[src/rtl/branch_history_table_if.sv]
// Bus between the fetch/decode pipeline and the branch history table.
// master: pipeline side (issues lookups, updates, flush).
// slave:  table side (returns predictions and statistics).
interface branch_history_table_if #(
  parameter int unsigned PC_W  = 32,
  parameter int unsigned CTR_W = 2,
  parameter int unsigned CNT_W = 16
);
  logic             flush;
  logic             lookup_valid;
  logic [PC_W-1:0]  lookup_pc;
  logic             pred_valid;
  logic             pred_taken;
  logic [CTR_W-1:0] pred_state;
  logic [PC_W-1:0]  pred_target;
  logic             pred_hit;
  logic             update_valid;
  logic [PC_W-1:0]  update_pc;
  logic             update_taken;
  logic             update_pred;
  logic [PC_W-1:0]  update_target;
  logic [CNT_W-1:0] branch_count;
  logic [CNT_W-1:0] mispredict_count;

  modport master (
    output flush, lookup_valid, lookup_pc,
    output update_valid, update_pc, update_taken, update_pred, update_target,
    input  pred_valid, pred_taken, pred_state, pred_target, pred_hit,
    input  branch_count, mispredict_count
  );

  modport slave (
    input  flush, lookup_valid, lookup_pc,
    input  update_valid, update_pc, update_taken, update_pred, update_target,
    output pred_valid, pred_taken, pred_state, pred_target, pred_hit,
    output branch_count, mispredict_count
  );
endinterface

[src/rtl/branch_history_table.sv]
// PC-indexed table of saturating counters with registered prediction,
// write-first bypass from the same-cycle update, flush and mispredict stats.
// Optional BTB storage (valid/tag/target per entry) when BHT_BTB_EN is defined.
module branch_history_table #(
  parameter int unsigned ENTRIES = 16,
  parameter int unsigned CTR_W   = 2,
  parameter int unsigned PC_W    = 32,
  parameter int unsigned CNT_W   = 16
) (
  input logic                    clk,
  input logic                    reset,
  branch_history_table_if.slave  bus
);

  localparam int unsigned IDX_W = $clog2(ENTRIES);
  localparam logic [CTR_W-1:0] INIT    = CTR_W'((1 << (CTR_W - 1)) - 1);
  localparam logic [CTR_W-1:0] CTR_MAX = '1;

  logic [IDX_W-1:0] lk_idx;
  logic [IDX_W-1:0] up_idx;
  logic [CTR_W-1:0] ctr_q [ENTRIES];
  logic [CTR_W-1:0] ctr_d [ENTRIES];
  logic [CTR_W-1:0] up_old;
  logic [CTR_W-1:0] lk_ctr;
  logic             lk_hit;
  logic [PC_W-1:0]  lk_target;

  logic             pred_valid_q;
  logic             pred_taken_q;
  logic [CTR_W-1:0] pred_state_q;
  logic [CNT_W-1:0] branch_q;
  logic [CNT_W-1:0] mispredict_q;

  // Only the index (and tag, with BTB) bits of the PCs are consumed.
  logic unused_bits;
  assign unused_bits = ^{bus.lookup_pc, bus.update_pc, bus.update_target};

  assign lk_idx = bus.lookup_pc[IDX_W+1:2];
  assign up_idx = bus.update_pc[IDX_W+1:2];

  // Next table state: saturating update, then flush overrides everything.
  always_comb begin
    up_old = ctr_q[up_idx];
    ctr_d  = ctr_q;
    if (bus.update_valid) begin
      if (bus.update_taken) begin
        ctr_d[up_idx] = (up_old == CTR_MAX) ? up_old : up_old + 1'b1;
      end else begin
        ctr_d[up_idx] = (up_old == '0) ? up_old : up_old - 1'b1;
      end
    end
    if (bus.flush) begin
      for (int i = 0; i < ENTRIES; i++) begin
        ctr_d[i] = INIT;
      end
    end
  end

  // Reading the next-state array gives write-first bypass and flush-to-INIT for free.
  assign lk_ctr = ctr_d[lk_idx];

  // Counter table storage.
  always_ff @(posedge clk or negedge reset) begin
    if (!reset) begin
      for (int i = 0; i < ENTRIES; i++) begin
        ctr_q[i] <= INIT;
      end
    end else begin
      ctr_q <= ctr_d;
    end
  end

`ifdef BHT_BTB_EN
  localparam int unsigned TAG_W = PC_W - IDX_W - 2;

  logic             val_q [ENTRIES];
  logic             val_d [ENTRIES];
  logic [TAG_W-1:0] tag_q [ENTRIES];
  logic [TAG_W-1:0] tag_d [ENTRIES];
  logic [PC_W-1:0]  tgt_q [ENTRIES];
  logic [PC_W-1:0]  tgt_d [ENTRIES];
  logic             pred_hit_q;
  logic [PC_W-1:0]  pred_target_q;

  // Next BTB state: taken updates allocate; flush only drops valid bits.
  always_comb begin
    val_d = val_q;
    tag_d = tag_q;
    tgt_d = tgt_q;
    if (bus.update_valid && bus.update_taken) begin
      val_d[up_idx] = 1'b1;
      tag_d[up_idx] = bus.update_pc[PC_W-1:IDX_W+2];
      tgt_d[up_idx] = bus.update_target;
    end
    if (bus.flush) begin
      for (int i = 0; i < ENTRIES; i++) begin
        val_d[i] = 1'b0;
      end
    end
  end

  assign lk_hit    = val_d[lk_idx] && (tag_d[lk_idx] == bus.lookup_pc[PC_W-1:IDX_W+2]);
  assign lk_target = lk_hit ? tgt_d[lk_idx] : '0;

  // BTB storage.
  always_ff @(posedge clk or negedge reset) begin
    if (!reset) begin
      for (int i = 0; i < ENTRIES; i++) begin
        val_q[i] <= 1'b0;
        tag_q[i] <= '0;
        tgt_q[i] <= '0;
      end
    end else begin
      val_q <= val_d;
      tag_q <= tag_d;
      tgt_q <= tgt_d;
    end
  end

  // Registered hit/target, held when no lookup is issued.
  always_ff @(posedge clk or negedge reset) begin
    if (!reset) begin
      pred_hit_q    <= 1'b0;
      pred_target_q <= '0;
    end else if (bus.lookup_valid) begin
      pred_hit_q    <= lk_hit;
      pred_target_q <= lk_target;
    end
  end

  assign bus.pred_hit    = pred_hit_q;
  assign bus.pred_target = pred_target_q;
`else
  assign lk_hit          = 1'b1;
  assign lk_target       = '0;
  assign bus.pred_hit    = 1'b1;
  assign bus.pred_target = '0;
`endif

  // Registered prediction; taken/state hold when no lookup is issued.
  always_ff @(posedge clk or negedge reset) begin
    if (!reset) begin
      pred_valid_q <= 1'b0;
      pred_taken_q <= 1'b0;
      pred_state_q <= INIT;
    end else begin
      pred_valid_q <= bus.lookup_valid;
      if (bus.lookup_valid) begin
        pred_state_q <= lk_ctr;
        pred_taken_q <= lk_ctr[CTR_W-1] & lk_hit;
      end
    end
  end

  // Saturating statistics; updates are counted even when flushed.
  always_ff @(posedge clk or negedge reset) begin
    if (!reset) begin
      branch_q     <= '0;
      mispredict_q <= '0;
    end else if (bus.update_valid) begin
      if (branch_q != '1) begin
        branch_q <= branch_q + 1'b1;
      end
      if ((bus.update_pred != bus.update_taken) && (mispredict_q != '1)) begin
        mispredict_q <= mispredict_q + 1'b1;
      end
    end
  end

  assign bus.pred_valid       = pred_valid_q;
  assign bus.pred_taken       = pred_taken_q;
  assign bus.pred_state       = pred_state_q;
  assign bus.branch_count     = branch_q;
  assign bus.mispredict_count = mispredict_q;

endmodule

[src/flat_wrapper.sv]
// flat-port wrapper written by rule: the top's interface ports become plain ports
module branch_history_table_flat 
#(
  parameter int unsigned ENTRIES = 16,
  parameter int unsigned CTR_W   = 2,
  parameter int unsigned PC_W    = 32,
  parameter int unsigned CNT_W   = 16
)
  (clk, reset, bus_flush, bus_lookup_valid, bus_lookup_pc, bus_update_valid, bus_update_pc, bus_update_taken, bus_update_pred, bus_update_target, bus_pred_valid, bus_pred_taken, bus_pred_state, bus_pred_target, bus_pred_hit, bus_branch_count, bus_mispredict_count);
  branch_history_table_if #(.PC_W(PC_W), .CTR_W(CTR_W), .CNT_W(CNT_W)) bus_i ();
  input logic clk;
  input logic reset;
  input wire logic [$bits(bus_i.flush)-1:0] bus_flush;
  input wire logic [$bits(bus_i.lookup_valid)-1:0] bus_lookup_valid;
  input wire logic [$bits(bus_i.lookup_pc)-1:0] bus_lookup_pc;
  input wire logic [$bits(bus_i.update_valid)-1:0] bus_update_valid;
  input wire logic [$bits(bus_i.update_pc)-1:0] bus_update_pc;
  input wire logic [$bits(bus_i.update_taken)-1:0] bus_update_taken;
  input wire logic [$bits(bus_i.update_pred)-1:0] bus_update_pred;
  input wire logic [$bits(bus_i.update_target)-1:0] bus_update_target;
  output wire logic [$bits(bus_i.pred_valid)-1:0] bus_pred_valid;
  output wire logic [$bits(bus_i.pred_taken)-1:0] bus_pred_taken;
  output wire logic [$bits(bus_i.pred_state)-1:0] bus_pred_state;
  output wire logic [$bits(bus_i.pred_target)-1:0] bus_pred_target;
  output wire logic [$bits(bus_i.pred_hit)-1:0] bus_pred_hit;
  output wire logic [$bits(bus_i.branch_count)-1:0] bus_branch_count;
  output wire logic [$bits(bus_i.mispredict_count)-1:0] bus_mispredict_count;
  assign bus_i.flush = bus_flush;
  assign bus_i.lookup_valid = bus_lookup_valid;
  assign bus_i.lookup_pc = bus_lookup_pc;
  assign bus_i.update_valid = bus_update_valid;
  assign bus_i.update_pc = bus_update_pc;
  assign bus_i.update_taken = bus_update_taken;
  assign bus_i.update_pred = bus_update_pred;
  assign bus_i.update_target = bus_update_target;
  assign bus_pred_valid = bus_i.pred_valid;
  assign bus_pred_taken = bus_i.pred_taken;
  assign bus_pred_state = bus_i.pred_state;
  assign bus_pred_target = bus_i.pred_target;
  assign bus_pred_hit = bus_i.pred_hit;
  assign bus_branch_count = bus_i.branch_count;
  assign bus_mispredict_count = bus_i.mispredict_count;
  branch_history_table #(.ENTRIES(ENTRIES), .CTR_W(CTR_W), .PC_W(PC_W), .CNT_W(CNT_W)) u_core (.clk(clk), .reset(reset), .bus(bus_i));
endmodule
[config.mk]
export PLATFORM = sky130hd
export DESIGN_NAME = branch_history_table_flat
export DESIGN_NICKNAME = d
export VERILOG_FILES = /design/src/rtl/branch_history_table_if.sv /design/src/rtl/branch_history_table.sv /design/src/flat_wrapper.sv
export SDC_FILE = /design/constraint.sdc
export NUM_CORES = 1
export LEC_CHECK = 0
export ABC_CLOCK_PERIOD_IN_PS = 4400
export CAP_MARGIN = 20
export CELL_PAD_IN_SITES_DETAIL_PLACEMENT = 1
export CELL_PAD_IN_SITES_GLOBAL_PLACEMENT = 1
export CORE_MARGIN = 10
export CORE_UTILIZATION = 34
export DETAILED_ROUTE_END_ITERATION = 6
export PLACE_DENSITY_LB_ADDON = 0.1
export SETUP_SLACK_MARGIN = 0.02
export SLEW_MARGIN = 0
export SYNTH_ARGS = -nofsm -noshare
export SYNTH_HDL_FRONTEND = slang
export SYNTH_SLANG_ARGS = --single-unit
export TNS_END_PERCENT = 20
[constraint.sdc]
create_clock -name clk -period 4.4 [get_ports clk]
set_input_delay 1.1 -clock clk [delete_from_list [all_inputs] [get_ports clk]]
set_output_delay 1.1 -clock clk [all_outputs]
set_load 0.01 [all_outputs]
==> results of run 1 <==
==> cells in the final DEF (no fill, tap or decap), types with 7 or more instances in the layout <==
cell type / instances
dfrtp_1: 50
clkdlybuf4s50_1: 49
nor2_1: 38
nand2_1: 35
conb_1: 33
xnor2_1: 26
nand3_1: 22
a21oi_1: 19
dfstp_2: 17
buf_4: 15
o21ai_0: 14
nand2b_1: 13
nand4_1: 11
nor2b_1: 9
clkbuf_16: 9
mux4_2: 8
mux2i_1: 8
and3_1: 7
==> worst register-to-register path, cell delays in order (launching register included) <==
cell and delay [ps]:
dfstp_2 360, mux4_2 480, a22oi_2 180, nand3_1 120
maj3_1 480, buf_4 240, o21ai_0 230, a311oi_1 180
o221ai_1 130, o221ai_1 160
==> flip-flops by register name (all words and copies together) (netlist names) <==
| signal | flops |
|---|---|
| u_core.bus.branch_count | 16 |
| u_core.bus.mispredict_count | 16 |
| u_core.bus.pred_state | 2 |
| u_core.bus.pred_valid | 1 |
| u_core.ctr_q | 32 |
==> report_power, final <==
part | switching [mW] | total (mW) | internal [mW]
sequential | 0.0795 | 0.764 | 0.685
clock | 0.283 | 0.780 | 0.497
combinational | 0.201 | 0.411 | 0.210
total | 0.564 | 1.96 | 1.39
==> path summary, 6_finish.rpt <==
| path | from | endpoint | slack, ps | cells past startpoint |
|---|---|---|---|---|
| min in group asynchronous | reset | u_core.ctr_q[17] | 740 | 1 |
| max in group asynchronous | reset | u_core.ctr_q[4] | 2880 | 2 |
| setup / recovery | bus_update_pc[2] | u_core.bus.pred_state[1] | 580 | 11 |
| setup reg to reg | u_core.ctr_q[24] | u_core.bus.pred_state[1] | 1710 | 9 |
| hold reg to reg | u_core.bus.mispredict_count[9] | u_core.bus.mispredict_count[9] | 500 | 1 |
| hold / removal | u_core.bus.mispredict_count[9] | u_core.bus.mispredict_count[9] | 500 | 1 |
==> final cells by class <==
type                    count  share of cell area
multi-input cells         320              0.4186
flip-flops and latches     67              0.3447
repair buffers             67              0.1316
clock buffers              10             0.04648
well taps                 143             0.03632
clock inverters             6             0.01854
inverters                   5            0.003810
==> Yosys cell counts (7+ instances only) <==
cell type  instances
dfstp_2           17
mux2i_1            8
nor2b_1            9
nand2b_1          13
nor2_1            38
mux4_2             8
nand3_1           22
clkbuf_1          16
buf_4             34
nand2_1           35
xnor2_1           26
o21ai_0           14
a21oi_1           19
and3_1             7
dfrtp_1           50
nand4_1           11
==> kinds of logic (layout without fill, tap and decap cells) <==
group           Yosys count  count (layout)
simple gates            162             162
mux                      22              22
buf+inv                  61              88
other cells               2              33
flops                    67              67
compound gates           67              67
fa+ha+maj                 4               4
xor+xnor                 32              32
==> metrics by stage <==
step | util | total power [mW]
final | 0.4277 | 1.956
after global routing | 0.4277 | 2.059
after CTS | 0.4277 | 1.985
after detailed placement | 0.3999 | 1.187
after global placement | 0.3999 | 1.177
after floorplan | - | 0.9833
==> per-layer routing <==
layer	up-vias	routed length [µm]	track usage
li1	1511	-	-
met1	1589	5325	0.1828
met2	71	5480	0.2336
met3	18	756	0.05133
met4	0	251	0.06288
met5	-	0	0
==> impl_metrics.env, run 1 <==
export IMPL_setup_slack_ps=580.2
export IMPL_drive_gt1_frac=0.1516
export IMPL_slowest_stage="mux4_2"
export IMPL_die_h_um=128.7
export IMPL_area_growth_pct=22.61
export IMPL_end_kind="register"
export IMPL_insertion_delay_ps=350
export IMPL_wl_per_cell_um=19.11
export IMPL_yosys_warnings=0
export IMPL_slew_viol_final=0
export IMPL_drtAntennaViolNets=0
export IMPL_synthCells=417
export IMPL_tightest_slew_ps=639.9
export IMPL_fill_cells=1330
export IMPL_synth_adder_area_share=0.01152
export IMPL_synth_edff_count=0
export IMPL_cp_data_arrival_time_ps=4020
export IMPL_relSlewSlack=0.5718
export IMPL_period_share=0.8681
export IMPL_start_util=0.3489
export IMPL_worst_path_most_repeated_cell="o221ai_1"
export IMPL_synth_xor_area_share=0.06976
export IMPL_place_gp_congestion=0.8547
export IMPL_startpoint_type="primary input"
export IMPL_outcome="complete, no violations"
export IMPL_fp_dieW_um=128.7
export IMPL_yosysTopAreaCell="dfrtp_1"
export IMPL_avgSynthCellArea_um2=9.635
export IMPL_multiInputGateArea_mm2=0.002062
export IMPL_rsz0062_at_grt="no"
export IMPL_numCtsBuffers=9
export IMPL_placed_area_mm2=0.004606
export IMPL_diodes=0
export IMPL_crit_type="in -> reg"
export IMPL_netlist_top_cells_area="dfrtp_1 31%, dfstp_2 11%, buf_4 6.4%"
export IMPL_core_rowCount=39
export IMPL_cts_sinks=67
export IMPL_cts_hold_buf=0
export IMPL_yosys_area_share_simple=0.2040
export IMPL_grt_overflow=0
export IMPL_ctsResizeCount=0
export IMPL_pre_cts_slack_ps=173.5
export IMPL_finClkSkew_ps=6.586
export IMPL_tritoncts="done"
export IMPL_yosysSeqAreaShare=0.4226
export IMPL_synth_area_mux_share=0.08253
export IMPL_drc=0
export IMPL_worstPathCellList="clkdlybuf4s50_1 > buf_12 > mux4_2 > a22oi_2 > nand3_1 > maj3_1 > buf_4 > o21ai_0 > a311oi_1 > o221ai_1 > o221ai_1"
export IMPL_io_pins=172
export IMPL_place_inst=602
export IMPL_grt_pass1_wl_um=19280
export IMPL_cts_setup_buffers=0
export IMPL_leakage_nw=2.016
export IMPL_hpwl_um=8713
export IMPL_hold_path_class="reg -> reg"
export IMPL_cp_top_family="buffers and inverters"
export IMPL_dr_total_vias=3189
export IMPL_cts_buffer_depth=2
export IMPL_wl_um=11810
export IMPL_stdcell_area_mm2=0.004926
export IMPL_tns_ps=0
export IMPL_yosysTopAreaCellShare=0.3114
export IMPL_drt_initial_drc_count=182
export IMPL_viasPerCell=5.160
export IMPL_max_cap_violations=0
export IMPL_core_area_mm2=0.01152
export IMPL_whs_ps=498.6
export IMPL_max_stage_delay_ps=530
export IMPL_critPathMaxFanout=17
export IMPL_ys_types=56
export IMPL_fin_cells=618
export IMPL_ys_ff_latch=67
export IMPL_clkTransAtPathRegs_ps=50
export IMPL_grt_max_degree=26
export IMPL_fmax_mhz=261.8
export IMPL_ir_drop_mv=0.3388
export IMPL_nNetsFinal=575
export IMPL_cp_num_buf_inv=3
export IMPL_cp_required_ps=4600
export IMPL_dr_pass1_iters=4
export IMPL_h_tree_depth=3
export IMPL_synth_async_reset_ratio=1.000
export IMPL_min_period_ps=3820
export IMPL_setup_viol_count_final=0
export IMPL_antenna_found_initial=0
export IMPL_root_buffer="clkbuf_16"
export IMPL_regArea_mm2=0.001698
export IMPL_grt_pass1_vias=3478
export IMPL_design_die_area_mm2=0.01657
export IMPL_grt_usage=0.1488
export IMPL_power_density_mw_per_mm2=397.0
export IMPL_synth_top_family_by_area="simple AND/OR/NAND/NOR gates"
export IMPL_final_hold_viol_count=0
export IMPL_synth_compound_area_share=0.1146
export IMPL_synth_main_ff_cell="dfrtp_1"
export IMPL_numPortBuffers=50
export IMPL_synthesis_area_mm2=0.004018
(Power assumes the default switching activity.)
==> run 2: changes to the inputs <==
--- a/config.mk
+++ b/config.mk
@@ -14,6 +14,7 @@
 export DETAILED_ROUTE_END_ITERATION = 6
 export PLACE_DENSITY_LB_ADDON = 0.1
 export SETUP_SLACK_MARGIN = 0.02
+export SKIP_CTS_REPAIR_TIMING = 1
 export SLEW_MARGIN = 0
 export SYNTH_ARGS = -nofsm -noshare
 export SYNTH_HDL_FRONTEND = slang
==> results of run 2 <==
The final DEF is identical to that of run 1; final timing and power are the same.
==> variant (settings of run 1) <==
`CTR_W` is set to 2 in 3 places; all go to 1.
--- a/src/rtl/branch_history_table_if.sv
+++ b/src/rtl/branch_history_table_if.sv
@@ -3,7 +3,7 @@
 // slave:  table side (returns predictions and statistics).
 interface branch_history_table_if #(
   parameter int unsigned PC_W  = 32,
-  parameter int unsigned CTR_W = 2,
+  parameter int unsigned CTR_W = 1,
   parameter int unsigned CNT_W = 16
 );
   logic             flush;
--- a/src/rtl/branch_history_table.sv
+++ b/src/rtl/branch_history_table.sv
@@ -3,7 +3,7 @@
 // Optional BTB storage (valid/tag/target per entry) when BHT_BTB_EN is defined.
 module branch_history_table #(
   parameter int unsigned ENTRIES = 16,
-  parameter int unsigned CTR_W   = 2,
+  parameter int unsigned CTR_W   = 1,
   parameter int unsigned PC_W    = 32,
   parameter int unsigned CNT_W   = 16
 ) (
--- a/src/flat_wrapper.sv
+++ b/src/flat_wrapper.sv
@@ -2,7 +2,7 @@
 module branch_history_table_flat 
 #(
   parameter int unsigned ENTRIES = 16,
-  parameter int unsigned CTR_W   = 2,
+  parameter int unsigned CTR_W   = 1,
   parameter int unsigned PC_W    = 32,
   parameter int unsigned CNT_W   = 16
 )
Ports: changed (resized bus_pred_state); port bits go from 172 to 171. The function was not compared with the original's and may differ.
==> variant against run 1 <==
Sequential share of layout area up 1.8 points; critical endpoint is now u_core.bus.pred_taken$_DFFE_PN0P_; count of clock-buffer cells in the layout shrank 4; wire length is 39% lower; core utilization down 0.76 points; global-route usage is 3.3 points lower; die area shrank 24%; sequential cell count down 17; setup slack improved by 0.64 ns; synthesized area decreased by 28%; final area fell by 30%; power is 35% lower; critical path type unchanged.
==> variant: results (changes against run 1) <==
.. list-table::
   :header-rows: 1

   * - Metric
     - Value
   * - Commonest cells post-synth
     - 50 x sky130_fd_sc_hd__dfrtp_1, 35 x sky130_fd_sc_hd__buf_4, 30 x sky130_fd_sc_hd__nor2_1, 29 x sky130_fd_sc_hd__nand2_1, 17 x sky130_fd_sc_hd__xnor2_1
   * - Signal inverters
     - 7 (+2)
   * - Global-route usage over all layers
     - 11.6% (-3.3 points)
   * - RePlAce Congestion
     - 0.781 (-8.6%)
   * - Post-route worst hold slack
     - 0.494 ns (-0.00512 ns)
   * - HPWL reported at the end of detailed placement
     - 5.57 mm (-36%)
   * - Share of synthesized cell area in full adder, half adder and majority cells
     - 0.871% (-0.28 points)
   * - Clock tree buffer count of the final layout
     - 6 (-4)
   * - Synthesized-area fraction occupied by xor and xnor cells
     - 10.1% (+3.1 points)
   * - Switching part of the total power
     - 31.2% (+2.4 points)
   * - Placement-stage worst setup slack
     - 0.852 ns (+0.678 ns)
   * - Post-synthesis mux area share
     - 5.01% (-3.2 points)
   * - Slowest stage cell, crit path
     - sky130_fd_sc_hd__clkdlybuf4s50_1
   * - Maximum fanout count along the critical path
     - 10 (-7)
   * - Met1 Use GR
     - 13.8% (-4.5 points)
   * - Power consumed by the clock network
     - 348 uW (-55%)
   * - End point of the critical path
     - u_core.bus.pred_taken$_DFFE_PN0P_
   * - Static power due to leakage
     - 1.54 nW (-24%)
   * - Starting DRT DRC Count
     - 48 (-74%)
   * - Insertion delay to the later sink of the worst-skew pair
     - 0.30 ns (-0.05 ns)
   * - TritonCTS Buffers
     - 5 (-4)
   * - Synth Area in Compound Gates
     - 7.19% (-4.3 points)
   * - Number of vias in the routed layout
     - 2175 (-32%)
   * - Worst Hold Path EP
     - u_core.bus.branch_count[7]$_DFFE_PN0P_
   * - GR Layer Usage met3
     - 3.81% (-1.3 points)
   * - Wire length the detailed router placed on met1
     - 3.08 mm (-42%)
   * - H-Tree Depth
     - 2 (-1)
   * - Filler cell count in the final layout
     - 952 (-28%)
   * - Seq. cell area
     - 1250 um2 (-26%)
   * - Layout-stage area growth over the synthesis result
     - 20.2%
   * - Transition time at the pin with the least slew margin
     - 0.635 ns (-0.00491 ns)
   * - Start point of the worst min-delay path
     - u_core.bus.branch_count[7]$_DFFE_PN0P_
   * - Final worst path period need
     - 3.18 ns (-0.640 ns)
   * - Power in combinational cells
     - 337 uW (-18%)
   * - Clk tree area frac
     - 3.52% (-3.0 points)
   * - Outcome
     - completed
   * - Synth top area cells
     - sky130_fd_sc_hd__dfrtp_1 44%, sky130_fd_sc_hd__buf_4 9.1%, sky130_fd_sc_hd__xnor2_1 5.2%
-- variant: changes by cell type in the layout (fill, tap and decap cells not counted), moves of 6 or more --
cell                        before  now
sky130_fd_sc_hd__nand3_1        22   12
sky130_fd_sc_hd__nand2_1        35   29
sky130_fd_sc_hd__xor2_1          6   16
sky130_fd_sc_hd__o21ai_0        14    2
sky130_fd_sc_hd__a21oi_1        19    7
sky130_fd_sc_hd__nor2b_1         9    3
sky130_fd_sc_hd__mux4_2          8    0
sky130_fd_sc_hd__clkbuf_8        0    6
sky130_fd_sc_hd__dfstp_2        17    0
sky130_fd_sc_hd__clkbuf_16       9    0
sky130_fd_sc_hd__nand2b_1       13    3
sky130_fd_sc_hd__xnor2_1        26   17
sky130_fd_sc_hd__nor2_1         38   30
sky130_fd_sc_hd__buf_4          15    3
-- variant: cells by family after synthesis --
family / after synthesis
AO/OA/AOI/OAI: 28
XOR/XNOR: 33
adder cells (fa/ha/maj): 2
buffers and inverters: 50
flip-flops: 50
multiplexers: 14
other: 2
AND/OR/NAND/NOR: 120
